[src/rtl/time_keeper_if.sv]
// Button inputs and display outputs of time_keeper.
// With ALARM_EN defined the interface also carries the alarm output.
interface time_keeper_if;
    logic       btn_mode;
    logic       btn_inc;
    logic [5:0] sec;
    logic [5:0] min;
    logic [4:0] hour;
    logic [1:0] mode;
    logic       blink;
`ifdef ALARM_EN
    logic       alarm;

    modport master (
        output btn_mode, btn_inc,
        input  sec, min, hour, mode, blink, alarm
    );

    modport slave (
        input  btn_mode, btn_inc,
        output sec, min, hour, mode, blink, alarm
    );
`else
    modport master (
        output btn_mode, btn_inc,
        input  sec, min, hour, mode, blink
    );

    modport slave (
        input  btn_mode, btn_inc,
        output sec, min, hour, mode, blink
    );
`endif
endinterface

[src/rtl/time_keeper.sv]
// HH:MM:SS real-time counter with debounced two-button set mode and blink hint.
// Optional feature macro ALARM_EN adds the SET_ALM state, alarm register and alarm output.
module time_keeper #(
    parameter int unsigned CLK_HZ     = 50_000_000,
    parameter int unsigned DEB_CYCLES = 500_000
) (
    input  logic         clk,
    input  logic         rst,
    time_keeper_if.slave bus
);

    localparam int unsigned PW         = (CLK_HZ > 1) ? $clog2(CLK_HZ) : 1;
    localparam int unsigned DW         = (DEB_CYCLES > 1) ? $clog2(DEB_CYCLES) : 1;
    localparam int unsigned BLINK_HALF = (CLK_HZ / 4 > 0) ? CLK_HZ / 4 : 1;
    localparam int unsigned BW         = (BLINK_HALF > 1) ? $clog2(BLINK_HALF) : 1;

    localparam logic [PW-1:0] PRESC_LAST = PW'(CLK_HZ - 1);
    localparam logic [DW-1:0] DEB_LAST   = DW'(DEB_CYCLES - 1);
    localparam logic [BW-1:0] BLINK_LAST = BW'(BLINK_HALF - 1);

`ifdef ALARM_EN
    typedef enum logic [1:0] {
        RUN      = 2'd0,
        SET_HOUR = 2'd1,
        SET_MIN  = 2'd2,
        SET_ALM  = 2'd3
    } state_t;
`else
    typedef enum logic [1:0] {
        RUN      = 2'd0,
        SET_HOUR = 2'd1,
        SET_MIN  = 2'd2
    } state_t;
`endif

    // Button index 0 = mode, 1 = inc
    logic [1:0]         btn_raw;
    logic [1:0]         sync1_q, sync1_d;
    logic [1:0]         sync2_q, sync2_d;
    logic [1:0]         level_q, level_d;
    logic [1:0]         press_q, press_d;
    logic [1:0][DW-1:0] deb_cnt_q, deb_cnt_d;

    logic               mode_pulse;
    logic               inc_pulse;
    logic               tick;

    state_t             state_q, state_d;
    logic [PW-1:0]      presc_q, presc_d;
    logic [5:0]         sec_q, sec_d;
    logic [5:0]         min_q, min_d;
    logic [4:0]         hour_q, hour_d;
    logic               blink_q, blink_d;
    logic [BW-1:0]      bcnt_q, bcnt_d;

`ifdef ALARM_EN
    logic [4:0]         alm_hour_q, alm_hour_d;
    logic [5:0]         alm_min_q, alm_min_d;
    logic               alarm_q, alarm_d;
    logic [5:0]         alm_cnt_q, alm_cnt_d;
    logic [4:0]         disp_hour_q, disp_hour_d;
    logic [5:0]         disp_min_q, disp_min_d;
`endif

    assign btn_raw = {bus.btn_inc, bus.btn_mode};

    // Synchronizer and accepted level reset to "pressed": a button held through
    // reset then shows no rising edge until it is released and pressed again.
    always_comb begin
        sync1_d = btn_raw;
        sync2_d = sync1_q;
        for (int unsigned i = 0; i < 2; i++) begin
            deb_cnt_d[i] = '0;
            level_d[i]   = level_q[i];
            press_d[i]   = 1'b0;
            if (sync2_q[i] != level_q[i]) begin
                if (deb_cnt_q[i] == DEB_LAST) begin
                    level_d[i] = sync2_q[i];
                    press_d[i] = sync2_q[i];
                end else begin
                    deb_cnt_d[i] = deb_cnt_q[i] + DW'(1);
                end
            end
        end
    end

    assign mode_pulse = press_q[0];
    assign inc_pulse  = press_q[1] & ~press_q[0];
    assign tick       = (state_q == RUN) && (presc_q == PRESC_LAST);

    always_comb begin
        state_d = state_q;
        sec_d   = sec_q;
        min_d   = min_q;
        hour_d  = hour_q;
`ifdef ALARM_EN
        alm_hour_d = alm_hour_q;
        alm_min_d  = alm_min_q;
`endif
        case (state_q)
            RUN: begin
                if (tick) begin
                    if (sec_q == 6'd59) begin
                        sec_d = '0;
                        if (min_q == 6'd59) begin
                            min_d  = '0;
                            hour_d = (hour_q == 5'd23) ? '0 : hour_q + 5'd1;
                        end else begin
                            min_d = min_q + 6'd1;
                        end
                    end else begin
                        sec_d = sec_q + 6'd1;
                    end
                end
                if (mode_pulse) begin
                    state_d = SET_HOUR;
                end
            end
            SET_HOUR: begin
                if (mode_pulse) begin
                    state_d = SET_MIN;
                end else if (inc_pulse) begin
                    hour_d = (hour_q == 5'd23) ? '0 : hour_q + 5'd1;
                end
            end
            SET_MIN: begin
                if (mode_pulse) begin
`ifdef ALARM_EN
                    state_d = SET_ALM;
`else
                    state_d = RUN;
                    sec_d   = '0;
`endif
                end else if (inc_pulse) begin
                    min_d = (min_q == 6'd59) ? '0 : min_q + 6'd1;
                end
            end
`ifdef ALARM_EN
            SET_ALM: begin
                if (mode_pulse) begin
                    state_d = RUN;
                    sec_d   = '0;
                end else if (inc_pulse) begin
                    if (alm_min_q == 6'd59) begin
                        alm_min_d  = '0;
                        alm_hour_d = (alm_hour_q == 5'd23) ? '0 : alm_hour_q + 5'd1;
                    end else begin
                        alm_min_d = alm_min_q + 6'd1;
                    end
                end
            end
`endif
            default: state_d = RUN;
        endcase
    end

    // Prescaler only runs while staying in RUN; any SET state parks it at 0
    always_comb begin
        presc_d = '0;
        if (state_q == RUN && state_d == RUN && !tick) begin
            presc_d = presc_q + PW'(1);
        end
    end

    always_comb begin
        blink_d = blink_q;
        bcnt_d  = bcnt_q;
        if (state_d == RUN) begin
            blink_d = 1'b0;
            bcnt_d  = '0;
        end else if (state_d != state_q) begin
            blink_d = 1'b1;
            bcnt_d  = '0;
        end else if (bcnt_q == BLINK_LAST) begin
            blink_d = ~blink_q;
            bcnt_d  = '0;
        end else begin
            bcnt_d = bcnt_q + BW'(1);
        end
    end

`ifdef ALARM_EN
    // Alarm fires on the tick that lands on alm_hour:alm_min:00
    always_comb begin
        alarm_d   = alarm_q;
        alm_cnt_d = alm_cnt_q;
        if (state_d != RUN) begin
            alarm_d   = 1'b0;
            alm_cnt_d = '0;
        end else if (state_q == RUN) begin
            if (alarm_q && inc_pulse) begin
                alarm_d   = 1'b0;
                alm_cnt_d = '0;
            end else if (tick) begin
                if (alarm_q) begin
                    if (alm_cnt_q == 6'd59) begin
                        alarm_d   = 1'b0;
                        alm_cnt_d = '0;
                    end else begin
                        alm_cnt_d = alm_cnt_q + 6'd1;
                    end
                end else if (hour_d == alm_hour_q && min_d == alm_min_q && sec_d == 6'd0) begin
                    alarm_d   = 1'b1;
                    alm_cnt_d = '0;
                end
            end
        end
        disp_hour_d = (state_d == SET_ALM) ? alm_hour_d : hour_d;
        disp_min_d  = (state_d == SET_ALM) ? alm_min_d  : min_d;
    end
`endif

    always_ff @(posedge clk) begin
        if (rst) begin
            sync1_q   <= '1;
            sync2_q   <= '1;
            level_q   <= '1;
            press_q   <= '0;
            deb_cnt_q <= '0;
            state_q   <= RUN;
            presc_q   <= '0;
            sec_q     <= '0;
            min_q     <= '0;
            hour_q    <= '0;
            blink_q   <= 1'b0;
            bcnt_q    <= '0;
`ifdef ALARM_EN
            alm_hour_q  <= '0;
            alm_min_q   <= '0;
            alarm_q     <= 1'b0;
            alm_cnt_q   <= '0;
            disp_hour_q <= '0;
            disp_min_q  <= '0;
`endif
        end else begin
            sync1_q   <= sync1_d;
            sync2_q   <= sync2_d;
            level_q   <= level_d;
            press_q   <= press_d;
            deb_cnt_q <= deb_cnt_d;
            state_q   <= state_d;
            presc_q   <= presc_d;
            sec_q     <= sec_d;
            min_q     <= min_d;
            hour_q    <= hour_d;
            blink_q   <= blink_d;
            bcnt_q    <= bcnt_d;
`ifdef ALARM_EN
            alm_hour_q  <= alm_hour_d;
            alm_min_q   <= alm_min_d;
            alarm_q     <= alarm_d;
            alm_cnt_q   <= alm_cnt_d;
            disp_hour_q <= disp_hour_d;
            disp_min_q  <= disp_min_d;
`endif
        end
    end

    assign bus.sec   = sec_q;
    assign bus.mode  = state_q;
    assign bus.blink = blink_q;
`ifdef ALARM_EN
    assign bus.hour  = disp_hour_q;
    assign bus.min   = disp_min_q;
    assign bus.alarm = alarm_q;
`else
    assign bus.hour  = hour_q;
    assign bus.min   = min_q;
`endif

endmodule

[src/flat_wrapper.sv]
// flat-port wrapper written by rule: the top's interface ports become plain ports
module time_keeper_flat 
#(
    parameter int unsigned CLK_HZ     = 50_000_000,
    parameter int unsigned DEB_CYCLES = 500_000
)
  (clk, rst, bus_btn_mode, bus_btn_inc, bus_sec, bus_min, bus_hour, bus_mode, bus_blink);
  time_keeper_if bus_i ();
  input  logic clk;
  input  logic rst;
  input wire logic [$bits(bus_i.btn_mode)-1:0] bus_btn_mode;
  input wire logic [$bits(bus_i.btn_inc)-1:0] bus_btn_inc;
  output wire logic [$bits(bus_i.sec)-1:0] bus_sec;
  output wire logic [$bits(bus_i.min)-1:0] bus_min;
  output wire logic [$bits(bus_i.hour)-1:0] bus_hour;
  output wire logic [$bits(bus_i.mode)-1:0] bus_mode;
  output wire logic [$bits(bus_i.blink)-1:0] bus_blink;
  assign bus_i.btn_mode = bus_btn_mode;
  assign bus_i.btn_inc = bus_btn_inc;
  assign bus_sec = bus_i.sec;
  assign bus_min = bus_i.min;
  assign bus_hour = bus_i.hour;
  assign bus_mode = bus_i.mode;
  assign bus_blink = bus_i.blink;
  time_keeper #(.CLK_HZ(CLK_HZ), .DEB_CYCLES(DEB_CYCLES)) u_core (.clk(clk), .rst(rst), .bus(bus_i));
endmodule
[config.mk]
export PLATFORM = sky130hd
export DESIGN_NAME = time_keeper_flat
export DESIGN_NICKNAME = d
export VERILOG_FILES = /design/src/rtl/time_keeper_if.sv /design/src/rtl/time_keeper.sv /design/src/flat_wrapper.sv
export SDC_FILE = /design/constraint.sdc
export NUM_CORES = 1
export LEC_CHECK = 0
export ABC_CLOCK_PERIOD_IN_PS = 3200
export CAP_MARGIN = 15
export CORE_MARGIN = 8
export CORE_UTILIZATION = 60
export CTS_BUF_LIST = sky130_fd_sc_hd__clkbuf_2
export CTS_CLUSTER_SIZE = 10
export DETAILED_ROUTE_END_ITERATION = 8
export PLACE_DENSITY = 0.86
export SETUP_SLACK_MARGIN = 0.02
export SYNTH_ARGS = -nofsm -noshare
export SYNTH_HDL_FRONTEND = slang
export SYNTH_SLANG_ARGS = --single-unit
[constraint.sdc]
create_clock -name clk -period 3.2 [get_ports clk]
set_input_delay 0.48 -clock clk [delete_from_list [all_inputs] [get_ports clk]]
set_output_delay 0.48 -clock clk [all_outputs]
set_load 0.01 [all_outputs]
==> flow_summary.json, run 1 <==
{
  "clock-sinks": 116,
  "crit_type": "reg -> reg",
  "drt-total-wl_mm": 10.6,
  "avgRoutedWirePerCell_um": 13.9,
  "fp-row-count": 34,
  "drtPass1Iterations": 7,
  "setup_tns_ns": 0,
  "coreArea_mm2": 0.00859,
  "vias": 4362,
  "fin_cells": 765,
  "drv_slew": 0,
  "cpMaxStageDelayCell": "or4_4",
  "dp_cells": 734,
  "final_layout_size_suffix_gt1_share_pct": 7.15,
  "synth-async-reset-ratio_pct": 0,
  "cp-end-kind": "flop",
  "crit_path_start": "u_core.presc_q[0]",
  "viasPerCell": 5.70,
  "post-route-cell-area_mm2": 0.00581,
  "ys.warnings.count": 0,
  "rsz0062_at_grt": "no",
  "dieArea_mm2": 0.0120,
  "cts_tree": "built",
  "cts_root_buffer": "clkbuf_2",
  "mostFrequentLayoutCells": "nor2_1, dfxtp_1, xnor2_1, nand3_1, nand2_1",
  "layout_commonest_cell": "nor2_1",
  "grt_use_met3_pct": 5.39,
  "relSlewSlack_pct": 35.9,
  "path_cells": "ha_1 > nand3_2 > or4_4 > or4_4 > a21boi_1 > mux2_1",
  "ioPinCount": 24,
  "r2r_slack_ns": 0.52,
  "leakagePower_uw": 0.00179,
  "place_area_mm2": 0.00557,
  "postCtsSetupBuffers": 0,
  "ys_types": 51,
  "hold_viol": 0,
  "synth_nets": 627,
  "setup_viol": 0,
  "antenna_found_initial": 0,
  "clkLatencyLatePin_ns": 0.62,
  "timing.fmax_mhz": 373,
  "synth_edf_count": 0,
  "min_period_ns": 2.68,
  "portBuffers": 23,
  "yosysSeqAreaShare_pct": 44.2,
  "place.gp.congestion": 0.817,
  "tightest_slew_ns": 0.958,
  "syn_area_mm2": 0.00526,
  "synth_top_cell_area_share_pct": 44.2,
  "max-vdd-ir-drop_v": 0.000242,
  "overflow": 0,
  "drv_cap": 0,
  "fin_nets": 656,
  "synthCells": 616,
  "grt_pass1_vias": 4158,
  "grt.met2_usage_pct": 32.2,
  "syn_to_final_growth_pct": 10.5,
  "synth_seq_cells": 116,
  "track_usage_pct": 18.5,
  "drtAntennaViolNets": 0,
  "critPathMaxFanout": 13,
  "dpl.hpwl_mm": 7.49,
  "grtUsageMet1_pct": 20.9,
  "start_util_pct": 61.2,
  "grt_max_degree": 27,
  "synth-main-ff-cell": "dfxtp_1",
  "diodes": 0,
  "netlist_top_cells_area": "dfxtp_1, xnor2_1, nor2_1",
  "critical_path_required_ns": 3.72,
  "busiest_layer": "met2",
  "status": "complete, no violations",
  "postSynthAreaPerCell_um2": 8.53,
  "fin_skew_ns": 0.0254,
  "cts.htree.levels": 4,
  "min_path_type": "in -> reg",
  "cp_slowest_stage_delay_ns": 0.65,
  "die_h_um": 110,
  "p_per_area_mw_per_mm2": 420,
  "cts_buffers": 17,
  "drc": 0,
  "r2r_start": "u_core.presc_q[0]",
  "startpoint_type": "flop",
  "cts_hold_buf": 0,
  "grt_pass1_wl_mm": 18.1,
  "fillers": 706,
  "drtIter0Drc": 265,
  "clockBufferDepth": 2,
  "clk_pin_slew_ns": 0.16,
  "cp_data_arrival_time_ns": 3.20,
  "min_from": "bus_btn_inc",
  "die_x_um": 110,
  "fin_crit_sh_pct": 83.7,
  "yosys.area.top_type": "dfxtp_1",
  "critPathMostFrequentCell": "or4_4",
  "cts_resized": 0
}
## area by class of cell
type | instances | area [µm²] | area share (%)
Multi-Input combinational cell | 465 | 2790 | 48.1
Timing Repair Buffer | 26 | 253 | 4.35
Tap cell | 108 | 135 | 2.33
Clock inverter | 11 | 136 | 2.35
Inverter | 19 | 71.3 | 1.23
Sequential cell | 116 | 2320 | 40.0
Clock buffer | 20 | 100 | 1.72
## metrics by stage
step	utilization, %	worst slack (ns)	power [µW]	hold slack, ns
finish	67.6	0.522	2440	0.433
floorplan	-	0.795	1510	0.389
detailed placement	64.9	0.526	1520	0.402
global placement	64.9	0.601	1520	0.403
CTS	67.6	0.506	2460	0.381
global route	67.6	0.386	2530	0.354
## critical path: cells and delay by family (launching register included)
kind	cells	cell delay [ns]
flip-flops	1	0.41
multiplexers	1	0.33
AND/OR/NAND/NOR	3	1.48
adder cells (fa/ha/maj)	1	0.22
AO/OA/AOI/OAI	1	0.16
## cell families (layout without fill, tap and decap cells)
| logic type | Yosys count | count (layout) | synth area share, % |
|---|---|---|---|
| mux | 3 | 3 | 0.595 |
| xor+xnor | 83 | 83 | 13.8 |
| simple gates | 332 | 332 | 31.7 |
| compound gates | 40 | 40 | 5.28 |
| buf+inv | 35 | 76 | 2.71 |
| flops | 116 | 116 | 44.2 |
| fa+ha+maj | 7 | 7 | 1.67 |
## report_power, final
| part | internal, µW | switching (µW) |
|---|---|---|
| Sequential | 1450 | 5.38 |
| Combinational | 13.6 | 20.8 |
| Clock | 432 | 516 |
| Total | 1900 | 542 |
## routing by layer
layer  vias to the layer above  share of wire (%)
met4                         0                1.1
met1                      2088                 43
met2                        75                 52
li1                       2187                  -
met3                        12                3.9
met5                         -                  0
## cells in the mapped netlist (8+ instances only)
| cell type | number |
|---|---|
| a21oi_1 | 15 |
| and3_1 | 14 |
| clkbuf_1 | 10 |
| dfxtp_1 | 116 |
| inv_1 | 19 |
| nand2_1 | 33 |
| nand2b_1 | 8 |
| nand3_1 | 43 |
| nand4_1 | 23 |
| nor2_1 | 120 |
| nor3_1 | 26 |
| nor4_1 | 18 |
| xnor2_1 | 65 |
| xor2_1 | 18 |
## worst paths after layout
path | to | cells after the start
setup reg to reg | u_core.bus.hour[2] | 6
setup / recovery | u_core.bus.hour[2] | 6
hold / removal | u_core.sync1_q[1] | 2
hold reg to reg | u_core.sync2_q[0] | 1
## registers in the layout, summed over array words and instances, names as in the netlist
| register | flops |
|---|---|
| u_core.deb_cnt_q | 38 |
| u_core.bus.min | 6 |
| u_core.level_q | 2 |
| u_core.bus.sec | 6 |
| u_core.bcnt_q | 24 |
| u_core.presc_q | 26 |
| u_core.press_q | 2 |
| u_core.bus.hour | 5 |
| u_core.bus.blink | 1 |
| u_core.sync2_q | 2 |
| u_core.bus.mode | 2 |
| u_core.sync1_q | 2 |
(Power assumes the default switching activity.)
==> run 2: changes to the inputs <==
--- a/config.mk
+++ b/config.mk
@@ -5,14 +5,14 @@
 export SDC_FILE = /design/constraint.sdc
 export NUM_CORES = 1
 export LEC_CHECK = 0
-export ABC_CLOCK_PERIOD_IN_PS = 3200
+export ABC_CLOCK_PERIOD_IN_PS = 2300
 export CAP_MARGIN = 15
 export CORE_MARGIN = 8
-export CORE_UTILIZATION = 60
+export CORE_UTILIZATION = 56
 export CTS_BUF_LIST = sky130_fd_sc_hd__clkbuf_2
 export CTS_CLUSTER_SIZE = 10
 export DETAILED_ROUTE_END_ITERATION = 8
-export PLACE_DENSITY = 0.86
+export PLACE_DENSITY = 0.85
 export SETUP_SLACK_MARGIN = 0.02
 export SYNTH_ARGS = -nofsm -noshare
 export SYNTH_HDL_FRONTEND = slang
==> constraint.sdc (replaced) <==
create_clock -name clk -period 2.3 [get_ports clk]
set_input_delay 0.345 -clock clk [delete_from_list [all_inputs] [get_ports clk]]
set_output_delay 0.345 -clock clk [all_outputs]
set_load 0.01 [all_outputs]
==> flow_summary.json, run 2 (synthesis gave the netlist of run 1 again) <==
{
  "p_seq_share_pct": 62.9,
  "relSlewSlack_pct": 59.4,
  "place.gp.congestion": 0.845,
  "p_clk_share_pct": 35.4,
  "portBuffers": 23,
  "fin_skew_ns": 0.0363,
  "p_per_area_mw_per_mm2": 540,
  "drtIter0Drc": 213,
  "grt_max_degree": 27,
  "status": "complete, no violations",
  "critical_path_required_ns": 2.80,
  "syn_to_final_growth_pct": 13.5,
  "fin_cells": 787,
  "final_util_pct": 64.9,
  "cts_root_buffer": "clkbuf_2",
  "overflow": 0,
  "setup_viol": 0,
  "avgRoutedWirePerCell_um": 13.4,
  "critPathMostFrequentCell": "or4_4",
  "cts_tree": "built",
  "cts_buffers": 17,
  "min_period_ns": 2.24,
  "fp-row-count": 35,
  "layout_commonest_cell": "nor2_1",
  "dpl_worst_slack_ns": 0.0341,
  "startpoint_type": "flop",
  "clock-sinks": 116,
  "min_path_type": "in -> reg",
  "dieArea_mm2": 0.0127,
  "timing.hold.ws_ns": 0.295,
  "ioPinCount": 24,
  "dpl.hpwl_mm": 7.46,
  "clkLatencyLatePin_ns": 0.63,
  "fin_crit_sh_pct": 97.2,
  "viasPerCell": 5.57,
  "drv_slew": 0,
  "max-vdd-ir-drop_v": 0.000425,
  "fin_ws_ns": 0.0645,
  "largest_reg_flops": 38,
  "start_util_pct": 57.2,
  "drc": 0,
  "timing.fmax_mhz": 447,
  "path_cells": "nand3b_1 > or4_4 > or4_4 > a21boi_2 > mux2_1",
  "drtAntennaViolNets": 0,
  "netSwitchingFraction_pct": 22.2,
  "dp_cells": 753,
  "tightest_slew_ns": 0.609,
  "drtPass1Iterations": 5,
  "fin_nets": 677,
  "antenna_found_initial": 0,
  "clk_pin_slew_ns": 0.16,
  "internal_power_uw": 2510,
  "drv_cap": 0,
  "final_layout_size_suffix_gt1_share_pct": 10.2,
  "clockBufferDepth": 2,
  "die_x_um": 113,
  "mostFrequentLayoutCells": "nor2_1, dfxtp_1, xnor2_1, nand3_1, nand2_1",
  "top_regs": "u_core.deb_cnt_q (38), u_core.presc_q (26), u_core.bcnt_q (24)",
  "cp-end-kind": "flop",
  "crit_type": "reg -> reg",
  "cts.htree.levels": 4,
  "drt-total-wl_mm": 10.6,
  "die_h_um": 113,
  "cp_slowest_stage_delay_ns": 0.56,
  "combPwrFrac_pct": 1.7,
  "cpMaxStageDelayCell": "or4_4",
  "diodes": 0,
  "path_delay_family": "simple AND/OR/NAND/NOR gates",
  "critPathMaxFanout": 5,
  "grt_pass1_vias": 4252,
  "r2r_slack_ns": 0.06,
  "largest-register": "u_core.deb_cnt_q",
  "vias": 4381,
  "setup_tns_ns": 0,
  "coreArea_mm2": 0.00920,
  "hold_viol": 0,
  "p_switching_uw": 717,
  "grt_pass1_wl_mm": 18.5,
  "leakagePower_uw": 0.00188,
  "cp_num_buf_inv": 0,
  "cp_data_arrival_time_ns": 2.73,
  "rsz0062_at_grt": "yes",
  "track_usage_pct": 17.4
}
-- run 2: cell count changes in the layout (fill, tap and decap cells not counted), moves of 2 or more --
| cell | previous run | this run |
|---|---|---|
| dfxtp_2 | 0 | 3 |
| or4_4 | 2 | 4 |
| clkinv_1 | 1 | 6 |
| buf_4 | 3 | 23 |
| or4_1 | 4 | 2 |
| dfxtp_1 | 116 | 113 |
| clkinv_2 | 4 | 2 |
| clkinvlp_4 | 3 | 0 |
-- run 2: path summary, 6_finish.rpt --
kind	from	depth (start not counted)	endpoint
max	u_core.presc_q[18]	5	u_core.bus.hour[2]
min	bus_btn_mode	2	u_core.sync1_q[0]
min reg2reg	u_core.sync1_q[1]	1	u_core.sync2_q[1]
max reg2reg	u_core.presc_q[18]	5	u_core.bus.hour[2]
-- run 2: area by class of cell --
type                       count  area (µm²)
sequential                   116        2330
clock inverter                10        92.6
clock buffer                  19        95.1
inverter                      19        71.3
timing repair buffer          47         423
fill                         758        3230
multi-input combinational    465        2820
tap                          111         139
-- run 2: metal layers --
| layer | up-vias | GRT usage (%) | share of wire [%] |
|---|---|---|---|
| li1 | 2232 | - | - |
| met1 | 2065 | 19.4 | 46 |
| met2 | 66 | 30.1 | 49 |
| met3 | 18 | 5.86 | 3.7 |
| met4 | 0 | 6.39 | 1.6 |
| met5 | - | 0 | 0 |
-- run 2: power by group through the flow --
stage                     Combinational, µW  Clock, µW  Sequential (µW)
final                                  55.4       1140             2030
after global routing                   61.9       1260             2030
after CTS                              55.1       1180             2030
after detailed placement               49.0          0             2070
after global placement                 47.5          0             2070
after floorplan                        35.1          0             2070
-- run 2: worst reg2reg max path: stages, from the launching register on --
cell and delay, ns:
dfxtp_2 0.37, nand3b_1 0.18, or4_4 0.56, or4_4 0.54, a21boi_2 0.16, mux2_1 0.32
-- run 2: timing repair --
action                     4_1_cts  5_1_grt
setup endpoints to repair        1        5
pin swaps                        3        2
hold endpoints to repair         0        0
hold buffers                     0        0
buffers inserted                 5        0
resized for setup                1        3
-- run 2: per-stage QoR --
| step | cell area [µm²] | power (µW) |
|---|---|---|
| 3_3_place_gp | 5730 | 2120 |
| 6_report | 5970 | 3220 |
| 5_1_grt | 5970 | 3360 |
| 4_1_cts | 5950 | 3270 |
| 2_1_floorplan | 5280 | 2110 |
| 3_5_place_dp | 5730 | 2120 |
